## src/rtl/axi4_burst_split_pkg.sv

```systemverilog
// Shared AXI4 encodings and constants for the burst splitter and its
// combinational burst-length calculator.
package axi4_burst_split_pkg;

  localparam logic [1:0] AXI_BURST_FIXED = 2'b00;
  localparam logic [1:0] AXI_BURST_INCR  = 2'b01;
  localparam logic [1:0] AXI_BURST_WRAP  = 2'b10;

  localparam logic [2:0] AXI_SIZE_1B   = 3'd0;
  localparam logic [2:0] AXI_SIZE_2B   = 3'd1;
  localparam logic [2:0] AXI_SIZE_4B   = 3'd2;
  localparam logic [2:0] AXI_SIZE_8B   = 3'd3;
  localparam logic [2:0] AXI_SIZE_16B  = 3'd4;
  localparam logic [2:0] AXI_SIZE_32B  = 3'd5;
  localparam logic [2:0] AXI_SIZE_64B  = 3'd6;
  localparam logic [2:0] AXI_SIZE_128B = 3'd7;

  localparam int AXI_4K_BITS       = 12;
  localparam int AXI_MAX_BURST_LEN = 256;

  typedef enum logic [1:0] {
    S_IDLE  = 2'd0,
    S_CALC  = 2'd1,
    S_ISSUE = 2'd2
  } split_state_e;

  // Beats wider than 64 bits are not supported by the downstream fabric.
  function automatic logic size_supported(input logic [2:0] size);
    return size <= AXI_SIZE_8B;
  endfunction

endpackage

```

## src/rtl/axi4_burst_calc.sv

```systemverilog
// Combinational burst sizing: largest INCR burst that fits the remaining
// beats, the configured maximum and the distance to the next 4 KB boundary.
module axi4_burst_calc
  import axi4_burst_split_pkg::*;
#(
  parameter int LEN_WIDTH     = 16,
  parameter int MAX_BURST_LEN = 256
) (
  input  logic [AXI_4K_BITS-1:0] i_addr,
  input  logic [2:0]             i_size,
  input  logic [LEN_WIDTH-1:0]   i_remaining,
  output logic [8:0]             o_beats,
  output logic [7:0]             o_len
);

  localparam logic [AXI_4K_BITS:0] BOUNDARY = (AXI_4K_BITS + 1)'(1) << AXI_4K_BITS;
  localparam logic [AXI_4K_BITS:0] MAX_LEN  = (AXI_4K_BITS + 1)'(MAX_BURST_LEN);

  logic [AXI_4K_BITS:0] w_span;
  logic [AXI_4K_BITS:0] w_to4k;
  logic [AXI_4K_BITS:0] w_lim;

  // The address is size-aligned, so w_to4k is always at least one beat.
  assign w_span  = BOUNDARY - {1'b0, i_addr};
  assign w_to4k  = w_span >> i_size;
  assign w_lim   = (w_to4k < MAX_LEN) ? w_to4k : MAX_LEN;
  assign o_beats = (32'(i_remaining) < 32'(w_lim)) ? 9'(i_remaining) : 9'(w_lim);
  assign o_len   = 8'(o_beats - 9'd1);

endmodule

```

## src/rtl/axi4_burst_split.sv

```systemverilog
// Initiator-side AXI4 address command generator: splits a linear request
// into INCR bursts that respect MAX_BURST_LEN and 4 KB boundaries.
//
// state   | meaning
// IDLE    | waiting for a request, req_ready_o high
// CALC    | sizing the next burst from current address and remaining beats
// ISSUE   | burst presented on the address channel until accepted
module axi4_burst_split
  import axi4_burst_split_pkg::*;
#(
  parameter int ADDR_WIDTH    = 32,
  parameter int LEN_WIDTH     = 16,
  parameter int MAX_BURST_LEN = AXI_MAX_BURST_LEN
) (
  input  logic                  clk_i,
  input  logic                  rst_i,
  input  logic                  req_valid_i,
  output logic                  req_ready_o,
  input  logic [ADDR_WIDTH-1:0] req_addr_i,
  input  logic [LEN_WIDTH-1:0]  req_len_i,
  input  logic [2:0]            req_size_i,
  output logic                  ax_valid_o,
  input  logic                  ax_ready_i,
  output logic [ADDR_WIDTH-1:0] ax_addr_o,
  output logic [7:0]            ax_len_o,
  output logic [2:0]            ax_size_o,
  output logic [1:0]            ax_burst_o,
  output logic                  done_o,
  output logic                  err_o
);

  split_state_e r_state;
  split_state_e w_next;

  logic [ADDR_WIDTH-1:0] r_addr;
  logic [LEN_WIDTH-1:0]  r_remaining;
  logic [2:0]            r_size;
  logic [8:0]            r_beats;

  logic                  r_ax_valid;
  logic [ADDR_WIDTH-1:0] r_ax_addr;
  logic [7:0]            r_ax_len;
  logic [2:0]            r_ax_size;
  logic                  r_done;
  logic                  r_err;

  logic                  w_req_hs;
  logic                  w_ax_hs;
  logic                  w_size_ok;
  logic                  w_len_zero;
  logic                  w_last;
  logic [8:0]            w_calc_beats;
  logic [7:0]            w_calc_len;
  logic [ADDR_WIDTH-1:0] w_step;
  logic [ADDR_WIDTH-1:0] w_req_addr_aligned;

  axi4_burst_calc #(
    .LEN_WIDTH    (LEN_WIDTH),
    .MAX_BURST_LEN(MAX_BURST_LEN)
  ) u_calc (
    .i_addr     (r_addr[AXI_4K_BITS-1:0]),
    .i_size     (r_size),
    .i_remaining(r_remaining),
    .o_beats    (w_calc_beats),
    .o_len      (w_calc_len)
  );

  assign req_ready_o = (r_state == S_IDLE) && !rst_i;
  assign w_req_hs    = req_valid_i && req_ready_o;
  assign w_ax_hs     = r_ax_valid && ax_ready_i;
  assign w_size_ok   = size_supported(req_size_i);
  assign w_len_zero  = (req_len_i == '0);
  assign w_last      = (r_remaining == LEN_WIDTH'(r_beats));
  assign w_step      = ADDR_WIDTH'(r_beats) << r_size;

  // Low address bits below the beat size are dropped so every burst is aligned.
  assign w_req_addr_aligned = req_addr_i & ({ADDR_WIDTH{1'b1}} << req_size_i);

  always_ff @(posedge clk_i) begin
    if (rst_i) begin
      r_state <= S_IDLE;
    end else begin
      r_state <= w_next;
    end
  end

  always_comb begin
    w_next = r_state;
    case (r_state)
      S_IDLE: begin
        if (w_req_hs && w_size_ok && !w_len_zero) begin
          w_next = S_CALC;
        end
      end
      S_CALC: begin
        w_next = S_ISSUE;
      end
      S_ISSUE: begin
        if (w_ax_hs) begin
          w_next = w_last ? S_IDLE : S_CALC;
        end
      end
      default: begin
        w_next = S_IDLE;
      end
    endcase
  end

  always_ff @(posedge clk_i) begin
    if (rst_i) begin
      r_addr      <= '0;
      r_remaining <= '0;
      r_size      <= '0;
      r_beats     <= '0;
      r_ax_valid  <= 1'b0;
      r_ax_addr   <= '0;
      r_ax_len    <= '0;
      r_ax_size   <= '0;
      r_done      <= 1'b0;
      r_err       <= 1'b0;
    end else begin
      r_done <= 1'b0;
      r_err  <= 1'b0;
      case (r_state)
        S_IDLE: begin
          if (w_req_hs) begin
            if (!w_size_ok) begin
              r_err <= 1'b1;
            end else if (w_len_zero) begin
              r_done <= 1'b1;
            end else begin
              r_addr      <= w_req_addr_aligned;
              r_remaining <= req_len_i;
              r_size      <= req_size_i;
            end
          end
        end
        S_CALC: begin
          r_ax_addr  <= r_addr;
          r_ax_len   <= w_calc_len;
          r_ax_size  <= r_size;
          r_beats    <= w_calc_beats;
          r_ax_valid <= 1'b1;
        end
        S_ISSUE: begin
          // Dropping valid here leaves one idle cycle between bursts.
          if (w_ax_hs) begin
            r_ax_valid  <= 1'b0;
            r_addr      <= r_addr + w_step;
            r_remaining <= r_remaining - LEN_WIDTH'(r_beats);
            r_done      <= w_last;
          end
        end
        default: begin
        end
      endcase
    end
  end

  assign ax_valid_o = r_ax_valid;
  assign ax_addr_o  = r_ax_addr;
  assign ax_len_o   = r_ax_len;
  assign ax_size_o  = r_ax_size;
  assign ax_burst_o = AXI_BURST_INCR;
  assign done_o     = r_done;
  assign err_o      = r_err;

endmodule

```

## config.mk

```make
export PLATFORM = sky130hd
export DESIGN_NAME = axi4_burst_split
export DESIGN_NICKNAME = d
export VERILOG_FILES = /design/src/rtl/axi4_burst_split_pkg.sv /design/src/rtl/axi4_burst_calc.sv /design/src/rtl/axi4_burst_split.sv
export SDC_FILE = /design/constraint.sdc
export NUM_CORES = 1
export LEC_CHECK = 0
export BUFFER_PORTS_ARGS = -buffer_cell sky130_fd_sc_hd__buf_2
export CORE_ASPECT_RATIO = 1.5
export CORE_MARGIN = 10
export CORE_UTILIZATION = 59
export DETAILED_ROUTE_END_ITERATION = 7
export PLACE_DENSITY = 0.89
export SYNTH_ARGS = -nofsm -noshare
export SYNTH_HDL_FRONTEND = slang
export SYNTH_SLANG_ARGS = --single-unit
```

## constraint.sdc

```tcl
create_clock -name clk_i -period 8.1 [get_ports clk_i]
set_clock_uncertainty 0.2 [all_clocks]
set_input_delay 0.405 -clock clk_i [delete_from_list [all_inputs] [get_ports clk_i]]
set_output_delay 0.405 -clock clk_i [all_outputs]
set_load 0.03 [all_outputs]
```

==> metrics.txt, run 1 <==
status=finished clean; CORE AREA=13000 sq um; Final min period=5.91 ns; Initial DRC Count=686; TritonRoute pass-1 iters=8; I/O Pins=104; sequential power share=43.6%; Post-Syn Instances=1054; critical path class=reg -> reg; Max Clock Freq=0.169 GHz; TritonCTS Buffers=9; crit-path max FO=14; clock power share=32.4%; nets=1193; ANT cells=0; final instance area=8520 sq um; final setup fails=0; Top FF cell, synth=dfxtp_1; Worst Path Arrival=6.01 ns; post_cts resized=0; worst-margin pin slew=1.03 ns; final worst-path cycle share=72.9%; placed cell count=1245; Post-CTS Hold Buffers=0; clock-pin slew on the worst setup and hold paths=0.07 ns; layout cell share with drive strength beyond 1=14.5%; area leader, netlist=dfxtp_1; #FFs+latches synth=108; YS warnings=0; setup bufs post-CTS=0; initial core utilization=60.1%; slowest CP cell=dfxtp_1; fillers=1092; setup TNS=0 ns; Switching Share=32.6%; Hold Crit Class=in -> reg; combinational power share=24.0%; max-slew violations=0; required time worst endpoint=8.21 ns; PortBufs=101; pwr/cell area=156 nW/um^2; root buffer selected by CTS=clkbuf_16; total global-route track usage=25.5%; Via density=6.67; Longest Clk Path Bufs=2; DPL Wire Length=17700 um; vias in the first global route=8241; number of synthesized flops with an enable pin=0; ranking of synthesized cells by area=dfxtp_1 (28%), nand2_1 (6.9%), ha_1 (6.3%); FF-to-FF path depth=25; Async SR Flop Fraction=0%; commonest cells after routing, fill and taps aside=nand2_1 (143), dfxtp_1 (108), buf_2 (101), a21oi_1 (90), nor2_1 (89); max-cap viol count=0; mapped cell area=7780 sq um; Internal Power=0.894 mW; Worst slew margin=31.3%; H-tree depth=3; CTS Sinks=108; Yosys top cell area share=27.8%; Die W=114 um; area of the die=18300 sq um; routability cong.=0.973; RSZ-0062 raised after global routing=no; placed cell areas=8250 sq um; Netlist cell types=85; Remaining Overflow, GRT=0; Placement Rows=51; Worst VDD drop=0.104 mV; critical path's largest stage delay=0.50 ns; CTS tree=done; largest net degree at the start of global routing=61; post-route ant nets=0; Setup crit end kind=register; Die Span Y=161 um; area grow syn2layout=9.47%; CP Launch Type=register; Worst Hold Depth=2; Cell Count, Final, Fillers Out=1259; first-pass GRT wire length=39200 um; NetSw=0.431 mW; Final Hold Fails=0; initial antenna violation count=0; final WL=24400 um; post-synthesis sequential area ratio=27.8%; commonest non-fill, non-tap cell in the layout=nand2_1; average wire per standard cell=19.4 um; via count=8395; leakage power=3.40 nW; worst skew pair latency=0.36 ns; Mapped Avg Cell Area=7.39 sq um; detailed-route DRC error count=0
## registers in the layout, summed over array words and instances (netlist names)
signal / flops
ax_valid_o: 1
r_addr: 32
err_o: 1
r_size: 3
ax_len_o: 8
ax_size_o: 3
r_beats: 9
ax_addr_o: 32
done_o: 1
r_state: 2
r_remaining: 16
## power groups by stage
stage	Combinational [mW]	Sequential, mW	Clock, mW
final	0.318	0.578	0.429
after CTS	0.313	0.576	0.429
after floorplan	0.240	0.579	0
after global placement	0.304	0.588	0
after global routing	0.348	0.580	0.449
after detailed placement	0.310	0.588	0
## final cells by class
class / count / area [sq um] / share of cell area, %
clock buffers: 11 / 253 / 2.97
clock inverters: 3 / 23.8 / 0.279
inverters: 40 / 150 / 1.76
multi-input cells: 827 / 5150 / 60.5
flip-flops and latches: 108 / 2160 / 25.4
well taps: 159 / 199 / 2.33
repair buffers: 111 / 581 / 6.81
## critical path, delay by kind of cell, from the launching register on
family / cells / cell delay [ns]
compound gates: 10 / 2.12
xor+xnor: 2 / 0.27
fa+ha+maj: 3 / 1.00
buf+inv: 3 / 0.52
flops: 1 / 0.50
simple gates: 7 / 1.24
## per-stage QoR
step / setup WS, ns / hold slack (ns) / util (%) / power, mW
6_report: 2.19 / 0.0635 / 65.8 / 1.33
5_1_grt: 1.75 / 0.0768 / 65.8 / 1.38
4_1_cts: 2.26 / 0.0630 / 65.8 / 1.32
3_5_place_dp: 2.28 / 0.244 / 63.7 / 0.898
3_3_place_gp: 2.40 / 0.239 / 63.7 / 0.892
2_1_floorplan: 2.47 / 0.240 / - / 0.819
## cells by family (layout without fill, tap and decap cells)
| logic type | after synthesis | after routing | synth area share, % |
|---|---|---|---|
| xor+xnor | 17 | 17 | 1.91 |
| compound gates | 316 | 316 | 27.6 |
| fa+ha+maj | 41 | 41 | 6.78 |
| other cells | 2 | 6 | 0.0965 |
| flops | 108 | 108 | 27.8 |
| mux | 21 | 21 | 2.81 |
| simple gates | 426 | 426 | 26.6 |
| buf+inv | 123 | 165 | 6.44 |
## routing by layer
| layer | track usage [%] | routed length [um] | part of all wire (%) |
|---|---|---|---|
| met4 | 16.5 | 1430 | 5.8 |
| met2 | 44.4 | 12300 | 51 |
| met1 | 27.5 | 9030 | 37 |
| met5 | 0 | 0 | 0 |
| met3 | 4.29 | 1620 | 6.6 |
## worst paths after layout
check	start	end	slack, ns
setup / recovery	r_addr[1]	ax_len_o[6]	2.19
hold / removal	ax_ready_i	ax_valid_o	0.06
setup reg to reg	r_addr[1]	ax_len_o[6]	2.19
hold reg to reg	ax_addr_o[31]	ax_addr_o[31]	0.25
## synthesized netlist by cell type (7+ instances only)
master,number
nor3_1,33
a21oi_1,90
nor4_1,15
dfxtp_1,108
buf_1,10
mux2_2,7
a31oi_1,10
inv_1,39
nand2b_1,14
ha_1,39
o21a_1,8
nand2_1,143
clkbuf_1,62
o21ai_0,57
nor2b_1,12
a211oi_1,36
nand3_1,43
nand4_1,13
nor2_1,90
a21o_1,9
o211ai_1,10
xnor2_1,13
o31ai_1,7
or3_1,12
mux2i_1,14
and3_1,20
a311oi_1,11
Power figures use the tool's default switching activity.
==> inputs of run 2 (changes only) <==
--- a/config.mk
+++ b/config.mk
@@ -8,9 +8,9 @@
 export BUFFER_PORTS_ARGS = -buffer_cell sky130_fd_sc_hd__buf_2
 export CORE_ASPECT_RATIO = 1.5
 export CORE_MARGIN = 10
-export CORE_UTILIZATION = 59
+export CORE_UTILIZATION = 53
 export DETAILED_ROUTE_END_ITERATION = 7
-export PLACE_DENSITY = 0.89
+export PLACE_DENSITY = 0.85
 export SYNTH_ARGS = -nofsm -noshare
 export SYNTH_HDL_FRONTEND = slang
 export SYNTH_SLANG_ARGS = --single-unit
==> constraint.sdc (replaced) <==
create_clock -name clk_i -period 5.25 [get_ports clk_i]
set_clock_uncertainty 0.2 [all_clocks]
set_input_delay 0.2625 -clock clk_i [delete_from_list [all_inputs] [get_ports clk_i]]
set_output_delay 0.2625 -clock clk_i [all_outputs]
set_load 0.03 [all_outputs]
==> run 2 against run 1 <==
Against the previous run: non-clock buffer count up 41; routed wire length up 4.8%; final area rose by 6.5%; critical path type unchanged.
==> metrics.txt, run 2 (same netlist as run 1, synthesis figures left out) <==
status=finished clean; Worst Path Arrival=5.12 ns (-0.89 ns); clock-pin slew on the worst setup and hold paths=0.08 ns (about the same); Die W=119 um (+4.5%); CTS Sinks=108 (unchanged); area of the die=20000 sq um (+9.6%); via count=8448 (+0.63%); Final Core Density=62.8% (-3.0 points); Remaining Overflow, GRT=0 (unchanged); min setup slack post-route=0.181 ns (-2.01 ns); Worst VDD drop=0.144 mV (+38%); GR Layer Usage met1=26.9% (-0.63 points); pwr/cell area=249 nW/um^2 (+60%); final worst-path cycle share=96.6% (+24 points); total global-route track usage=24.6% (-0.90 points); M3 GR Usage=4.32% (+0.031 points); largest net degree at the start of global routing=92 (+51%); clock power share=36.5% (+4.1 points); ANT cells=0 (unchanged); setup TNS=0 ns (unchanged); layout cell share with drive strength beyond 1=18.5% (+4.1 points); required time worst endpoint=5.30 ns (-2.91 ns); root buffer selected by CTS=clkbuf_16; CTS tree=done; crit-path max FO=9 (-5); nets=1234 (+3.4%); Initial DRC Count=599 (-13%); commonest cells after routing, fill and taps aside=nand2_1 (142), dfxtp_1 (105), buf_2 (101), a21oi_1 (90), nor2_1 (89); Die Span Y=168 um (+4.8%); average wire per standard cell=19.1 um (-1.5%); TritonRoute pass-1 iters=5 (-3); final WL=25600 um (+4.8%); Final Hold Fails=0 (unchanged); met2 Use GR=43.8% (-0.60 points); worst-margin pin slew=1.06 ns (+0.0285 ns); Max Clock Freq=0.197 GHz (+17%); Final min period=5.07 ns (-0.837 ns); I/O Pins=104 (unchanged); Internal Power=1.56 mW (+74%); Worst slew margin=29.2% (-2.1 points); Longest Clk Path Bufs=2 (unchanged); vias in the first global route=8383 (+1.7%); TritonCTS Buffers=9 (unchanged); detailed-route DRC error count=0 (unchanged); pre-CTS WS=0.0719 ns (-2.20 ns); H-tree depth=3 (unchanged); CORE AREA=14500 sq um (+12%); CP Launch Type=register; combinational power share=24.7% (+0.7 points); commonest non-fill, non-tap cell in the layout=nand2_1; post-route ant nets=0 (unchanged); area grow syn2layout=16.6%; NetSw=0.705 mW (+63%); critical path class=reg -> reg; Hold Crit Class=in -> reg; initial antenna violation count=0 (unchanged); Switching Share=31.1% (-1.4 points); routability cong.=0.980 (+0.74%); PortBufs=101 (unchanged); sequential power share=38.8% (-4.8 points); Placement Rows=54 (+5.9%); most used routing layer=met2; Setup crit end kind=register; DPL Wire Length=18100 um (+2.2%); final setup fails=0 (unchanged); Total Power=2.26 mW (+71%); fillers=1297 (+19%); leakage power=3.66 nW (+7.6%); max-cap viol count=0 (unchanged); first-pass GRT wire length=41300 um (+5.4%); initial core utilization=53.8% (-6.3 points); Via density=6.31 (-5.4%); worst skew pair latency=0.36 ns (about the same); max-slew violations=0 (unchanged)
[run 2: cell count changes in the layout (fill, tap and decap cells not counted), moves of 2 or more]
cell / delta
dfxtp_1: -3
nor4_2: +2
dlygate4sd3_1: +7
nor4_1: -3
nor3_1: -2
dfxtp_2: +3
nor3_2: +2
bufinv_16: +3
buf_4: +33
[run 2: cell type report]
type / instances / area [sq um] / share of cell area, %
Inverter: 40 / 153 / 1.68
Clock buffer: 10 / 239 / 2.63
Sequential cell: 108 / 2170 / 23.9
Multi-Input combinational cell: 827 / 5250 / 57.8
Timing Repair Buffer: 152 / 910 / 10.0
Tap cell: 196 / 245 / 2.70
Clock inverter: 6 / 118 / 1.30
[run 2: layer usage]
metal / part of all wire [%] / vias up
li1: - / 4015
met2: 51 / 367
met4: 5.1 / 0
met3: 5.8 / 92
met5: 0 / -
met1: 38 / 3974
[run 2: worst paths after layout]
check	to	start	cells after the start	slack [ns]
worst min-delay path	r_addr[17]	req_addr_i[17]	3	0.007
worst min register to register	ax_size_o[2]	ax_size_o[2]	2	0.25
worst max-delay path	ax_len_o[4]	r_addr[4]	22	0.18
worst max register to register	ax_len_o[4]	r_addr[4]	22	0.18
[run 2: timing repair]
item	CTS	global route
setup endpoints to repair	0	3
hold buffers	7	0
hold endpoints to repair	7	0
buffers inserted	0	9
gates resized for setup	0	20
[run 2: critical path: stages, from the launching register on]
cell and delay (ns):
dfxtp_2 0.36, or4_4 0.63, o31a_1 0.35, nor4_2 0.22, a31oi_1 0.08, nand4b_1 0.15, o21a_4 0.21, inv_4 0.07
nand2_2 0.11, ha_1 0.26, a21o_1 0.19, a21o_1 0.16, a21oi_1 0.14, nor2_1 0.09, a2111oi_4 0.26, buf_4 0.20
a211oi_2 0.06, a21oi_1 0.28, ha_2 0.31, inv_1 0.07, o31ai_2 0.26, mux2i_1 0.22, nand2_1 0.06
[run 2: power by group through the flow]
stage               Clock [mW]  Sequential, mW  Combinational (mW)
global placement             0           0.895               0.512
detailed placement           0           0.896               0.518
global route             0.858           0.883               0.613
floorplan                    0           0.893               0.373
CTS                      0.825           0.877               0.527
finish                   0.826           0.880               0.559
[run 2: through the flow]
step	instance area, sq um	hold slack (ns)	instances
floorplan	7820	0.159	1058
global placement	8500	0.238	1307
detailed placement	8500	0.243	1307
CTS	8920	0.00295	1330
global route	9080	0.0213	1339
finish	9080	0.00728	1339
